==> src/rtl/hsv_core_issue_pkg.sv <==
// hsv_core_issue_pkg
// Shared types and constants for the issue stage: execution unit indices,
// the decoded instruction beat (issue_data_t), the busy scoreboard vector
// and the registered operand pair.
// Optional feature macro used by the files importing this package:
//   HSV_CORE_ISSUE_WB_BYPASS_EN
package hsv_core_issue_pkg;

  // Execution unit lane indices (bit positions in exec_select / unit_valid_o)
  localparam int UNIT_ALU        = 0;
  localparam int UNIT_FOO        = 1;
  localparam int UNIT_MEM        = 2;
  localparam int UNIT_BRANCH     = 3;
  localparam int UNIT_CTRLSTATUS = 4;

  typedef logic [4:0] reg_addr_t;

  // One busy bit per architectural register; x0 has no storage at all
  typedef logic [31:1] scoreboard_t;

  // Declared MSB first so that alu lands on bit 0 of the packed vector
  typedef struct packed {
    logic ctrlstatus;
    logic branch;
    logic mem;
    logic foo;
    logic alu;
  } exec_select_t;

  typedef struct packed {
    logic [31:0] pc;
    reg_addr_t   rs1_addr;
    reg_addr_t   rs2_addr;
    reg_addr_t   rd_addr;
  } issue_common_t;

  typedef struct packed {
    logic       illegal;
    logic [3:0] op;
  } alu_data_t;

  typedef struct packed {
    issue_common_t common;
    exec_select_t  exec_select;
    alu_data_t     alu_data;
    logic [31:0]   imm;
  } issue_data_t;

  typedef struct packed {
    logic [31:0] rs1_value;
    logic [31:0] rs2_value;
  } operand_pair_t;

  // x0 always reads as zero regardless of what the register file returns
  function automatic logic [31:0] zero_x0(reg_addr_t addr, logic [31:0] data);
    return (addr == '0) ? '0 : data;
  endfunction

endpackage

==> src/rtl/hsv_core_issue_if.sv <==
// hsv_core_issue_if
// Groups the decode-side beat handshake and the dispatch-side unit bus of
// the issue stage.
//   valid_i / ready_o / issue_data      : beat from the decode skid buffer
//   unit_valid_o / unit_ready_i         : one-hot dispatch handshake
//   dispatch_data / rs1_value/rs2_value : registered payload and operands
// Modports: slave = issue stage, master = decode/execution environment.
interface hsv_core_issue_if #(
  parameter int NUM_UNITS = 5
);
  import hsv_core_issue_pkg::*;

  logic                 valid_i;
  logic                 ready_o;
  issue_data_t          issue_data;
  logic [NUM_UNITS-1:0] unit_valid_o;
  logic [NUM_UNITS-1:0] unit_ready_i;
  issue_data_t          dispatch_data;
  logic [31:0]          rs1_value;
  logic [31:0]          rs2_value;

  modport master (
    output valid_i, issue_data, unit_ready_i,
    input  ready_o, unit_valid_o, dispatch_data, rs1_value, rs2_value
  );

  modport slave (
    input  valid_i, issue_data, unit_ready_i,
    output ready_o, unit_valid_o, dispatch_data, rs1_value, rs2_value
  );

endinterface

==> src/rtl/hsv_core_issue_scoreboard.sv <==
// hsv_core_issue_scoreboard
// Per-register busy bits for RAW/WAW hazard detection.
// Ports:
//   clk_core, rst_core_n  : clock, synchronous active-low reset
//   flush                 : clears every busy bit
//   set_en, set_rd        : mark a destination busy (accepted instruction)
//   wb_valid, wb_rd       : writeback clears the destination
//   rs1/rs2/rd_addr       : lookup addresses
//   rs1/rs2/rd_busy       : combinational busy lookups (x0 never busy)
// With HSV_CORE_ISSUE_WB_BYPASS_EN defined, a register being written back
// this cycle already reports not busy.
module hsv_core_issue_scoreboard
  import hsv_core_issue_pkg::*;
#(
  parameter int NUM_REGS = 32
) (
  input  logic      clk_core,
  input  logic      rst_core_n,
  input  logic      flush,
  input  logic      set_en,
  input  reg_addr_t set_rd,
  input  logic      wb_valid,
  input  reg_addr_t wb_rd,
  input  reg_addr_t rs1_addr,
  input  reg_addr_t rs2_addr,
  input  reg_addr_t rd_addr,
  output logic      rs1_busy,
  output logic      rs2_busy,
  output logic      rd_busy
);

  scoreboard_t busy_q;
  scoreboard_t busy_d;
  logic [31:0] busy_view;

  // Next busy state: writeback clears first, then a new destination sets,
  // so set wins when both hit the same register.
  always_comb begin
    busy_d = busy_q;
    for (int i = 1; i < NUM_REGS; i++) begin
      if (wb_valid && (wb_rd == 5'(i))) busy_d[i] = 1'b0;
      if (set_en && (set_rd == 5'(i)))  busy_d[i] = 1'b1;
    end
  end

  // Reset and flush both empty the scoreboard; flush beats any update.
  always_ff @(posedge clk_core) begin
    if (!rst_core_n || flush) busy_q <= '0;
    else                      busy_q <= busy_d;
  end

  // Lookup view with bit 0 tied low; optionally hides the register being
  // written back this cycle so a waiting consumer wakes up immediately.
  always_comb begin
    busy_view = {busy_q, 1'b0};
`ifdef HSV_CORE_ISSUE_WB_BYPASS_EN
    if (wb_valid) busy_view[wb_rd] = 1'b0;
`endif
  end

  assign rs1_busy = busy_view[rs1_addr];
  assign rs2_busy = busy_view[rs2_addr];
  assign rd_busy  = busy_view[rd_addr];

endmodule

==> src/rtl/hsv_core_issue.sv <==
// hsv_core_issue
// Issue stage between decode and the execution units. Reads operands from
// the register file, stalls on busy sources/destination, and dispatches each
// instruction to exactly one unit through a single registered output entry.
// Ports:
//   clk_core, rst_core_n      : clock, synchronous active-low reset
//   flush_req / flush_ack     : pipeline flush, ack registered one cycle later
//   issue_bus (slave)         : decode beat in, one-hot unit dispatch out
//   rf_rs1/rs2_addr, _data    : combinational register file read ports
//   wb_valid, wb_rd, wb_data  : writeback from commit
// Optional macro HSV_CORE_ISSUE_WB_BYPASS_EN: writeback data bypasses into the
// operands and the written register is not considered busy that cycle.
module hsv_core_issue
  import hsv_core_issue_pkg::*;
#(
  parameter int NUM_REGS  = 32,
  parameter int NUM_UNITS = 5
) (
  input  logic              clk_core,
  input  logic              rst_core_n,
  input  logic              flush_req,
  output logic              flush_ack,
  hsv_core_issue_if.slave   issue_bus,
  output reg_addr_t         rf_rs1_addr,
  output reg_addr_t         rf_rs2_addr,
  input  logic [31:0]       rf_rs1_data,
  input  logic [31:0]       rf_rs2_data,
  input  logic              wb_valid,
  input  reg_addr_t         wb_rd,
  input  logic [31:0]       wb_data
);

  issue_data_t          in_data;
  operand_pair_t        in_ops;
  logic                 rs1_busy;
  logic                 rs2_busy;
  logic                 rd_busy;
  logic                 hazard;
  logic                 drain;
  logic                 accept;
  logic                 out_valid;
  logic [NUM_UNITS-1:0] out_sel;
  issue_data_t          out_data;
  operand_pair_t        out_ops;

  assign in_data     = issue_bus.issue_data;
  assign rf_rs1_addr = in_data.common.rs1_addr;
  assign rf_rs2_addr = in_data.common.rs2_addr;

  hsv_core_issue_scoreboard #(
    .NUM_REGS (NUM_REGS)
  ) u_scoreboard (
    .clk_core   (clk_core),
    .rst_core_n (rst_core_n),
    .flush      (flush_req),
    .set_en     (accept),
    .set_rd     (in_data.common.rd_addr),
    .wb_valid   (wb_valid),
    .wb_rd      (wb_rd),
    .rs1_addr   (in_data.common.rs1_addr),
    .rs2_addr   (in_data.common.rs2_addr),
    .rd_addr    (in_data.common.rd_addr),
    .rs1_busy   (rs1_busy),
    .rs2_busy   (rs2_busy),
    .rd_busy    (rd_busy)
  );

  // The output entry frees up in the same cycle it drains, which is what
  // allows back-to-back dispatch without a bubble.
  assign hazard            = issue_bus.valid_i & (rs1_busy | rs2_busy | rd_busy);
  assign drain             = out_valid & (|(out_sel & issue_bus.unit_ready_i));
  assign issue_bus.ready_o = ~hazard & (~out_valid | drain) & ~flush_req;
  assign accept            = issue_bus.valid_i & issue_bus.ready_o;

  // Operand selection: regfile data, optionally overridden by the value
  // being written back this cycle, with x0 forced to zero last.
  always_comb begin
    in_ops.rs1_value = rf_rs1_data;
    in_ops.rs2_value = rf_rs2_data;
`ifdef HSV_CORE_ISSUE_WB_BYPASS_EN
    if (wb_valid && (wb_rd == in_data.common.rs1_addr)) in_ops.rs1_value = wb_data;
    if (wb_valid && (wb_rd == in_data.common.rs2_addr)) in_ops.rs2_value = wb_data;
`endif
    in_ops.rs1_value = zero_x0(in_data.common.rs1_addr, in_ops.rs1_value);
    in_ops.rs2_value = zero_x0(in_data.common.rs2_addr, in_ops.rs2_value);
  end

`ifndef HSV_CORE_ISSUE_WB_BYPASS_EN
  logic [31:0] unused_wb_data;
  assign unused_wb_data = wb_data;
`endif

  // Output entry occupancy and flush acknowledge. Reset beats flush, and
  // flush beats a new accept (accept is already gated off by flush_req).
  always_ff @(posedge clk_core) begin
    if (!rst_core_n) begin
      out_valid <= 1'b0;
      flush_ack <= 1'b1;
    end else begin
      flush_ack <= flush_req;
      if (flush_req)   out_valid <= 1'b0;
      else if (accept) out_valid <= 1'b1;
      else if (drain)  out_valid <= 1'b0;
    end
  end

  // Payload only loads on accept, so it holds stable while a unit stalls.
  always_ff @(posedge clk_core) begin
    if (accept) begin
      out_sel  <= NUM_UNITS'(in_data.exec_select);
      out_data <= in_data;
      out_ops  <= in_ops;
    end
  end

  assign issue_bus.unit_valid_o  = {NUM_UNITS{out_valid}} & out_sel;
  assign issue_bus.dispatch_data = out_data;
  assign issue_bus.rs1_value     = out_ops.rs1_value;
  assign issue_bus.rs2_value     = out_ops.rs2_value;

  // A valid beat must target exactly one execution unit.
  always_ff @(posedge clk_core) begin
    if (rst_core_n && issue_bus.valid_i) begin
      assert ($onehot(in_data.exec_select));
    end
  end

endmodule

==> src/flat_wrapper.sv <==
// flat-port wrapper written by rule: the top's interface ports become plain ports
module hsv_core_issue_flat import hsv_core_issue_pkg::*;
#(
  parameter int NUM_REGS  = 32,
  parameter int NUM_UNITS = 5
)
  (clk_core, rst_core_n, flush_req, flush_ack, rf_rs1_addr, rf_rs2_addr, rf_rs1_data, rf_rs2_data, wb_valid, wb_rd, wb_data, issue_bus_valid_i, issue_bus_issue_data, issue_bus_unit_ready_i, issue_bus_ready_o, issue_bus_unit_valid_o, issue_bus_dispatch_data, issue_bus_rs1_value, issue_bus_rs2_value);
  hsv_core_issue_if #(.NUM_UNITS(NUM_UNITS)) issue_bus_i ();
  input  logic clk_core;
  input  logic rst_core_n;
  input  logic flush_req;
  output logic flush_ack;
  output reg_addr_t rf_rs1_addr;
  output reg_addr_t rf_rs2_addr;
  input  logic [31:0] rf_rs1_data;
  input  logic [31:0] rf_rs2_data;
  input  logic wb_valid;
  input  reg_addr_t wb_rd;
  input  logic [31:0] wb_data;
  input wire logic [$bits(issue_bus_i.valid_i)-1:0] issue_bus_valid_i;
  input wire logic [$bits(issue_bus_i.issue_data)-1:0] issue_bus_issue_data;
  input wire logic [$bits(issue_bus_i.unit_ready_i)-1:0] issue_bus_unit_ready_i;
  output wire logic [$bits(issue_bus_i.ready_o)-1:0] issue_bus_ready_o;
  output wire logic [$bits(issue_bus_i.unit_valid_o)-1:0] issue_bus_unit_valid_o;
  output wire logic [$bits(issue_bus_i.dispatch_data)-1:0] issue_bus_dispatch_data;
  output wire logic [$bits(issue_bus_i.rs1_value)-1:0] issue_bus_rs1_value;
  output wire logic [$bits(issue_bus_i.rs2_value)-1:0] issue_bus_rs2_value;
  assign issue_bus_i.valid_i = issue_bus_valid_i;
  assign issue_bus_i.issue_data = issue_bus_issue_data;
  assign issue_bus_i.unit_ready_i = issue_bus_unit_ready_i;
  assign issue_bus_ready_o = issue_bus_i.ready_o;
  assign issue_bus_unit_valid_o = issue_bus_i.unit_valid_o;
  assign issue_bus_dispatch_data = issue_bus_i.dispatch_data;
  assign issue_bus_rs1_value = issue_bus_i.rs1_value;
  assign issue_bus_rs2_value = issue_bus_i.rs2_value;
  hsv_core_issue #(.NUM_REGS(NUM_REGS), .NUM_UNITS(NUM_UNITS)) u_core (.clk_core(clk_core), .rst_core_n(rst_core_n), .flush_req(flush_req), .flush_ack(flush_ack), .issue_bus(issue_bus_i), .rf_rs1_addr(rf_rs1_addr), .rf_rs2_addr(rf_rs2_addr), .rf_rs1_data(rf_rs1_data), .rf_rs2_data(rf_rs2_data), .wb_valid(wb_valid), .wb_rd(wb_rd), .wb_data(wb_data));
endmodule
==> config.mk <==
export PLATFORM = sky130hd
export DESIGN_NAME = hsv_core_issue_flat
export DESIGN_NICKNAME = d
export VERILOG_FILES = /design/src/rtl/hsv_core_issue_pkg.sv /design/src/rtl/hsv_core_issue_if.sv /design/src/rtl/hsv_core_issue_scoreboard.sv /design/src/rtl/hsv_core_issue.sv /design/src/flat_wrapper.sv
export SDC_FILE = /design/constraint.sdc
export NUM_CORES = 1
export LEC_CHECK = 0
export ABC_CLOCK_PERIOD_IN_PS = 11700
export CORE_UTILIZATION = 35
export CTS_CLUSTER_SIZE = 10
export DETAILED_ROUTE_END_ITERATION = 16
export PLACE_DENSITY = 0.81
export SLEW_MARGIN = 0
export SYNTH_ARGS = -nofsm -noshare
export SYNTH_HDL_FRONTEND = slang
export SYNTH_SLANG_ARGS = --single-unit
==> constraint.sdc <==
create_clock -name clk_core -period 11.7 [get_ports clk_core]
set_clock_uncertainty 0.15 [all_clocks]
set_input_delay 1.755 -clock clk_core [delete_from_list [all_inputs] [get_ports clk_core]]
set_output_delay 1.755 -clock clk_core [all_outputs]
set_load 0.01 [all_outputs]
==> flow_summary.ini <==
[synth]
seq_area_frac_synth = 0.697
netlist-cell-type-count = 42
synth_async_sr_flop_share = 0
ys_ff_latch = 186
yosysTopAreaCellShare = 0.609
synth_edf_count = 153
synth_flop_cell = edfxtp_1
synth_top_area_cell = edfxtp_1
netlist_instances = 495
synth_area_leaders = edfxtp_1 61%, dfxtp_1 8.8%, nor2b_1 6.2%, o211ai_1 3.1%, mux4_2 3.0%
syn_avg_cell_area_sq_um = 15.2
syn_nets = 695
ys_warn_count = 0
syn-cell-area_sq_um = 7540

[clock_tree]
ctsHoldBuffers = 0
cts_htree_levels = 4
cts_setup_buffers = 0
cts.sinks = 186
cts_tree = done
clock_latency_ns = 0.43
clockBufferDepth = 2
cts.clk_slew.worst_paths_ns = 0.07
cts_buffers = 17
cts_root_buffer = clkbuf_16
cts_resized = 0

[place]
hpwl_mm = 16.6
gp_congestion = 0.841
place_ws_ns = 4.47
placement.io_buffers = 337

[floorplanning]
core.rowCount = 53
dieArea_sq_um = 22100
die_w_microns = 149
ioPinCount = 370
fp.dieH_microns = 149
start_util = 0.357
core_area_sq_um = 21100

[grt]
grt_start_max_net_pins = 80
grt_pass1_vias = 5407
grt_antenna_before_repair = 1
grt.total_usage = 0.197
grt_pass1_wl_mm = 32.5
overflow = 0

[detailed_routing]
routed_wl_mm = 22.1
vias = 5538
first_pass_iters = 5
drt_iter0_drc = 458
vias_per_cell = 5.02
drc = 0
routedWlPerCell_microns = 20.0
ant_nets = 0

[sta]
fin_ws_ns = 4.47
finalCriticalPeriod_ns = 7.23
tns_ns = 0
max_freq_mhz = 138
rsz0062_at_grt = no
finalCritPeriodShare = 0.618
slew_violations = 0
slew_headroom = 0.303
setup_viol = 0
hold-worst-slack_ns = 0.405
hold_violations = 0
worstMarginPinSlew_ns = 1.05

[setup_path]
critPathKind = input pin to output port
cp-start-kind = input pin
endpoint_kind = output port
cp_max_fo = 34
r2r_setup_slack_ns = 8.02
rr_worst_depth = 7
reg2reg_to = u_core.issue_bus.dispatch_data[24]$_DFFE_PP_
crit_arrival_ns = 5.32
required_ns = 9.80
reg2reg_from = u_core.u_scoreboard.busy_q[30]$_SDFFE_PP0P_

[hold_path]
whs_path_depth = 2
hp-class = flop to flop
min_delay_worst_endpoint = u_core.u_scoreboard.busy_q[2]$_SDFFE_PP0P_
min_from = u_core.u_scoreboard.busy_q[2]$_SDFFE_PP0P_

[run_status]
status = finished clean

[finish]
final_cell_mix = 337 x clkdlybuf4s50_1, 153 x edfxtp_1, 74 x nor2b_1, 33 x dfxtp_1, 31 x o211ai_1
drive_gt1_frac = 0.0725
final_common_cell = clkdlybuf4s50_1
nNetsFinal = 1016
syn_to_final_growth_pct = 54.8

[power_and_ir_drop]
ir_worst_vdd_uv = 71.1
powerDensity_nw_per_um2 = 133
finalPower_mw = 1.55
leakage_nw = 3.97

[flow_run]
maxCapViolations = 0
synth_stat cells, drive strengths merged, types with 2 or more instances:
master	instances
o21ai	5
o211ai	31
nand3	10
o22ai	2
a21oi	4
and2	6
or3	2
buf	18
nand2b	9
mux4	12
a22oi	5
or2	2
clkbuf	22
nor2b	75
edfxtp	153
o221ai	2
a311oi	2
nand4	4
a221oi	3
o41ai	26
a31oi	2
a311o	2
mux2i	21
nor2	7
inv	8
nand2	16
mux2	5
and3	2
dfxtp	33
routing by layer:
metal  routed length (microns)  part of all wire  GRT usage
met5                         0                 0          0
met4                       414             0.019     0.0796
met3                      1470             0.066     0.0355
met2                     12100              0.55      0.362
met1                      8180              0.37      0.226
metrics by stage:
step	cell area, sq um	util	cells
6_report	11700	0.553	1104
5_1_grt	11700	0.553	1104
4_1_cts	11700	0.553	1103
3_5_place_dp	11100	0.526	1072
3_3_place_gp	11100	0.526	1072
2_1_floorplan	7540	-	495
flip-flops by register name (all words and copies together) (netlist names):
signal	flops
u_core.issue_bus.dispatch_data	85
u_core.u_scoreboard.busy_q	31
u_core.out_sel	4
u_core.issue_bus.rs2_value	32
u_core.issue_bus.rs1_value	32
u_core.out_valid	1
u_core.flush_ack	1
cells by family after synthesis:
family                 synth area share
AO/OA/AOI/OAI                    0.0915
buffers and inverters            0.0330
flip-flops                        0.697
AND/OR/NAND/NOR                   0.106
multiplexers                     0.0722
power by group:
group | total (mW) | internal, mW | switching [mW] | leakage (nW)
logic | 0.211 | 0.123 | 0.0881 | 2.03
registers | 0.767 | 0.757 | 0.0104 | 1.66
clock network | 0.570 | 0.286 | 0.284 | 0.280
total | 1.55 | 1.17 | 0.383 | 3.97
how the worst max path moves through the flow:
stage                                        start                                          end  cells past startpoint  slack (ns)
final                     issue_bus_issue_data[47]                            issue_bus_ready_o                      8        4.47
after global routing      issue_bus_issue_data[43]                            issue_bus_ready_o                      8        4.19
after CTS                 issue_bus_issue_data[47]                            issue_bus_ready_o                      8        4.46
after detailed placement  issue_bus_issue_data[47]                            issue_bus_ready_o                      8        4.47
after global placement    issue_bus_issue_data[47]                            issue_bus_ready_o                      8        4.49
after floorplan           issue_bus_issue_data[47]  u_core.issue_bus.dispatch_data[0]$_DFFE_PP_                      9        0.99
layout make-up:
cell class,count,area [sq um]
multi-input cells,261,2050
diodes,1,2.50
flip-flops and latches,186,5260
clock buffers,17,425
repair buffers,342,3410
well taps,275,344
fillers,1706,9420
clock inverters,14,149
inverters,8,30.0
worst max-delay path, cell delays in order:
cell and delay (ns):
clkdlybuf4s50_1 1.09, mux2_2 0.41, a221oi_1 0.24, a2111oi_0 0.14
a31oi_1 0.29, nand4_4 0.49, a21oi_1 0.32, clkdlybuf4s50_1 0.56
(Power assumes the default switching activity.)
==> edit, RTL diff (same settings) <==
Add a define of `HSV_CORE_ISSUE_WB_BYPASS_EN`.
--- a/src/rtl/hsv_core_issue_scoreboard.sv
+++ b/src/rtl/hsv_core_issue_scoreboard.sv
@@ -9,6 +9,8 @@
 //   rs1/rs2/rd_busy       : combinational busy lookups (x0 never busy)
 // With HSV_CORE_ISSUE_WB_BYPASS_EN defined, a register being written back
 // this cycle already reports not busy.
+`define HSV_CORE_ISSUE_WB_BYPASS_EN
+
 module hsv_core_issue_scoreboard
   import hsv_core_issue_pkg::*;
 #(
Formal check against the unedited RTL: not equivalent (a bounded check fails within 4 cycles, from zero or initial values and one cycle with rst_core_n low).
==> edit against the original RTL <==
  * Worst setup slack worse by 140 ps
  * Core utilization shrank 0.51 points
  * Synthesized area rose by 12%
  * Final cell count increased by 20%
  * Sequential cell count unchanged
  * Maximum frequency down 1.9%
  * Power shrank 0.48%
  * Cell area up 11%
  * Wire length is 36% higher
  * Sequential power shrank 3%
  * Critical path type unchanged
  * Critical endpoint unchanged
  * Highest routed layer unchanged
==> edit: results (changes against the original RTL) <==
## Routing
• **detailed-route via count** 7175, +30%
• **average detailed-routed wire length per instance** 22.6 um, +13%
• **vias per std cell** 5.40, +7.6%
• **drt pass-1 iters** 6, +1
• **violation count after the first detailed-route iteration** 627, +37%

## Global route
• **Tot GR Track Use** 0.236, +0.0384
• **global-route wire length before repair** 42900 um, +32%
• **antenna violations before repair** 1, unchanged
• **maximum number of pins on one net before global-route repair** 81, +1.3%
• **via count of the first global-routing pass** 6880, +27%

## Synthesis
• **most area-consuming cells after synthesis** sky130_fd_sc_hd__edfxtp_1, sky130_fd_sc_hd__mux2i_1, sky130_fd_sc_hd__dfxtp_1
• **number of nets in the synthesized netlist** 858, +23%
• **Unique masters post-synth** 69, +64%
• **leading post-synthesis cells by instance count** sky130_fd_sc_hd__edfxtp_1, sky130_fd_sc_hd__nor2_1, sky130_fd_sc_hd__mux2i_1
• **fraction of the yosys area taken by sequential cells** 0.621, -0.0762

## Cells and area
• **fraction of final layout cells with drive strength greater than 1** 0.0635, -0.00897
• **Fillers** 1982, +16%
• **multi-input combinational cell area** 0.00290 sq mm, +41%
• **Multi-In Gates** 406, +56%
• **flip-flop count of the largest register, all copies and words added** 84, -1.2%
• **Non-Clock Buffer Count** 375, +9.6%
• **number of signal-net inverters in the final layout** 9, +1
• **number of nets at the end of the flow** 1195, +18%
• **area overhead of the layout relative to synthesis** 53.0%
• **signal buffers share of area** 0.289, -0.00352
• **share of the final layout cell area in sequential cells** 0.406, -0.0444
• **layout clock buffer count** 18, +1
• **clock network contribution to total cell area** 0.0469, -0.00234

## Setup path
• **maximum fanout encountered on the critical timing path** 17, -50%
• **Worst R2R End** u_core.issue_bus.dispatch_data[54]
• **Crit Reg-Reg Startpoint** u_core.u_scoreboard.busy_q[6]
• **Crit path arrival time** 5460 ps, +140 ps
• **Critical path origin** wb_rd[1]
• **setup slack of the worst register-to-register path** 7380 ps, -640 ps

## Power and ir drop
• **leakage** 4.22 nW, +6.3%
• **maximum ir drop on the vdd rail** 101 uV, +42%

## STA
• **slew at the pin closest to its max-slew limit** 1030 ps, -12.9 ps
• **Final Cycle Share** 0.629, +0.0118
• **worst hold slack** 407 ps, +2.18 ps

## Placement
• **routability cong.** 0.973, +16%
• **Detailed Place HPWL** 22300 um, +34%
• **number of port buffers** 369, +9.5%
• **dpl cells** 1295, +21%
• **setup slack at placement** 4450 ps, -25.8 ps
• **Cell Area, Placed** 0.0123 sq mm, +11%

## Clock network
• **post-CTS setup buffer count** 0, unchanged

## Run status
• **result of the run** completed

==> edit: changes by cell type in the layout (fill, tap and decap cells not counted), moves of 7 or more <==
cell / before / now
sky130_fd_sc_hd__o211ai_1: 31 / 18
sky130_fd_sc_hd__nand4_1: 3 / 10
sky130_fd_sc_hd__nand2_1: 16 / 28
sky130_fd_sc_hd__o22ai_1: 2 / 19
sky130_fd_sc_hd__nor2b_1: 74 / 8
sky130_fd_sc_hd__mux2i_1: 21 / 75
sky130_fd_sc_hd__o41ai_1: 25 / 2
sky130_fd_sc_hd__o21ai_0: 5 / 27
sky130_fd_sc_hd__nor2_1: 5 / 77
sky130_fd_sc_hd__clkdlybuf4s50_1: 337 / 369
sky130_fd_sc_hd__xnor2_1: 0 / 9
==> edit: worst min path at each step <==
stage | from | endpoint | cells past startpoint
after floorplan | u_core.u_scoreboard.busy_q[19] | u_core.u_scoreboard.busy_q[19] | 2
after global placement | u_core.u_scoreboard.busy_q[6] | u_core.u_scoreboard.busy_q[6] | 2
after detailed placement | u_core.u_scoreboard.busy_q[6] | u_core.u_scoreboard.busy_q[6] | 2
after CTS | u_core.u_scoreboard.busy_q[30] | u_core.u_scoreboard.busy_q[30] | 2
after global routing | u_core.u_scoreboard.busy_q[26] | u_core.u_scoreboard.busy_q[26] | 2
final | u_core.u_scoreboard.busy_q[30] | u_core.u_scoreboard.busy_q[30] | 2
==> edit: routing by layer <==
| layer | global-route usage | part of all wire | vias to the layer above |
|---|---|---|---|
| met2 | 0.404 | 0.50 | 432 |
| met4 | 0.0980 | 0.031 | 0 |
| met3 | 0.0504 | 0.080 | 84 |
| met1 | 0.287 | 0.39 | 3446 |
| met5 | 0 | 0 | - |
| li1 | - | - | 3213 |
==> edit: worst max-delay path, cell delays in order <==
cell,delay [ps]
sky130_fd_sc_hd__clkdlybuf4s50_1,910
sky130_fd_sc_hd__nand2_1,440
sky130_fd_sc_hd__o21ai_0,580
sky130_fd_sc_hd__mux2_2,260
sky130_fd_sc_hd__a311oi_1,110
sky130_fd_sc_hd__o2111ai_2,390
sky130_fd_sc_hd__nand4_1,180
sky130_fd_sc_hd__a21boi_0,240
sky130_fd_sc_hd__clkdlybuf4s50_1,580
==> edit: power by group <==
group / leakage [nW] / switching (W) / internal (W)
Clock: 0.291 / 0.000295 / 0.000290
Combinational: 2.27 / 0.0000961 / 0.000113
Sequential: 1.67 / 0.00000546 / 0.000742
Total: 4.22 / 0.000396 / 0.00114
==> edit: logic make-up (layout without fill, tap and decap cells) <==
family                    count (synthesis)  count (layout)  share of synthesized area
xor gates and xnor gates                 12              12                     0.0124
DFF                                     186             186                      0.621
AOI/OAI and AO/OA                       137             137                      0.118
muxes                                    84              84                      0.106
and+or+nand+nor                         173             173                      0.105
buffers and inverters                    66             416                     0.0381
other                                     0               2                          0
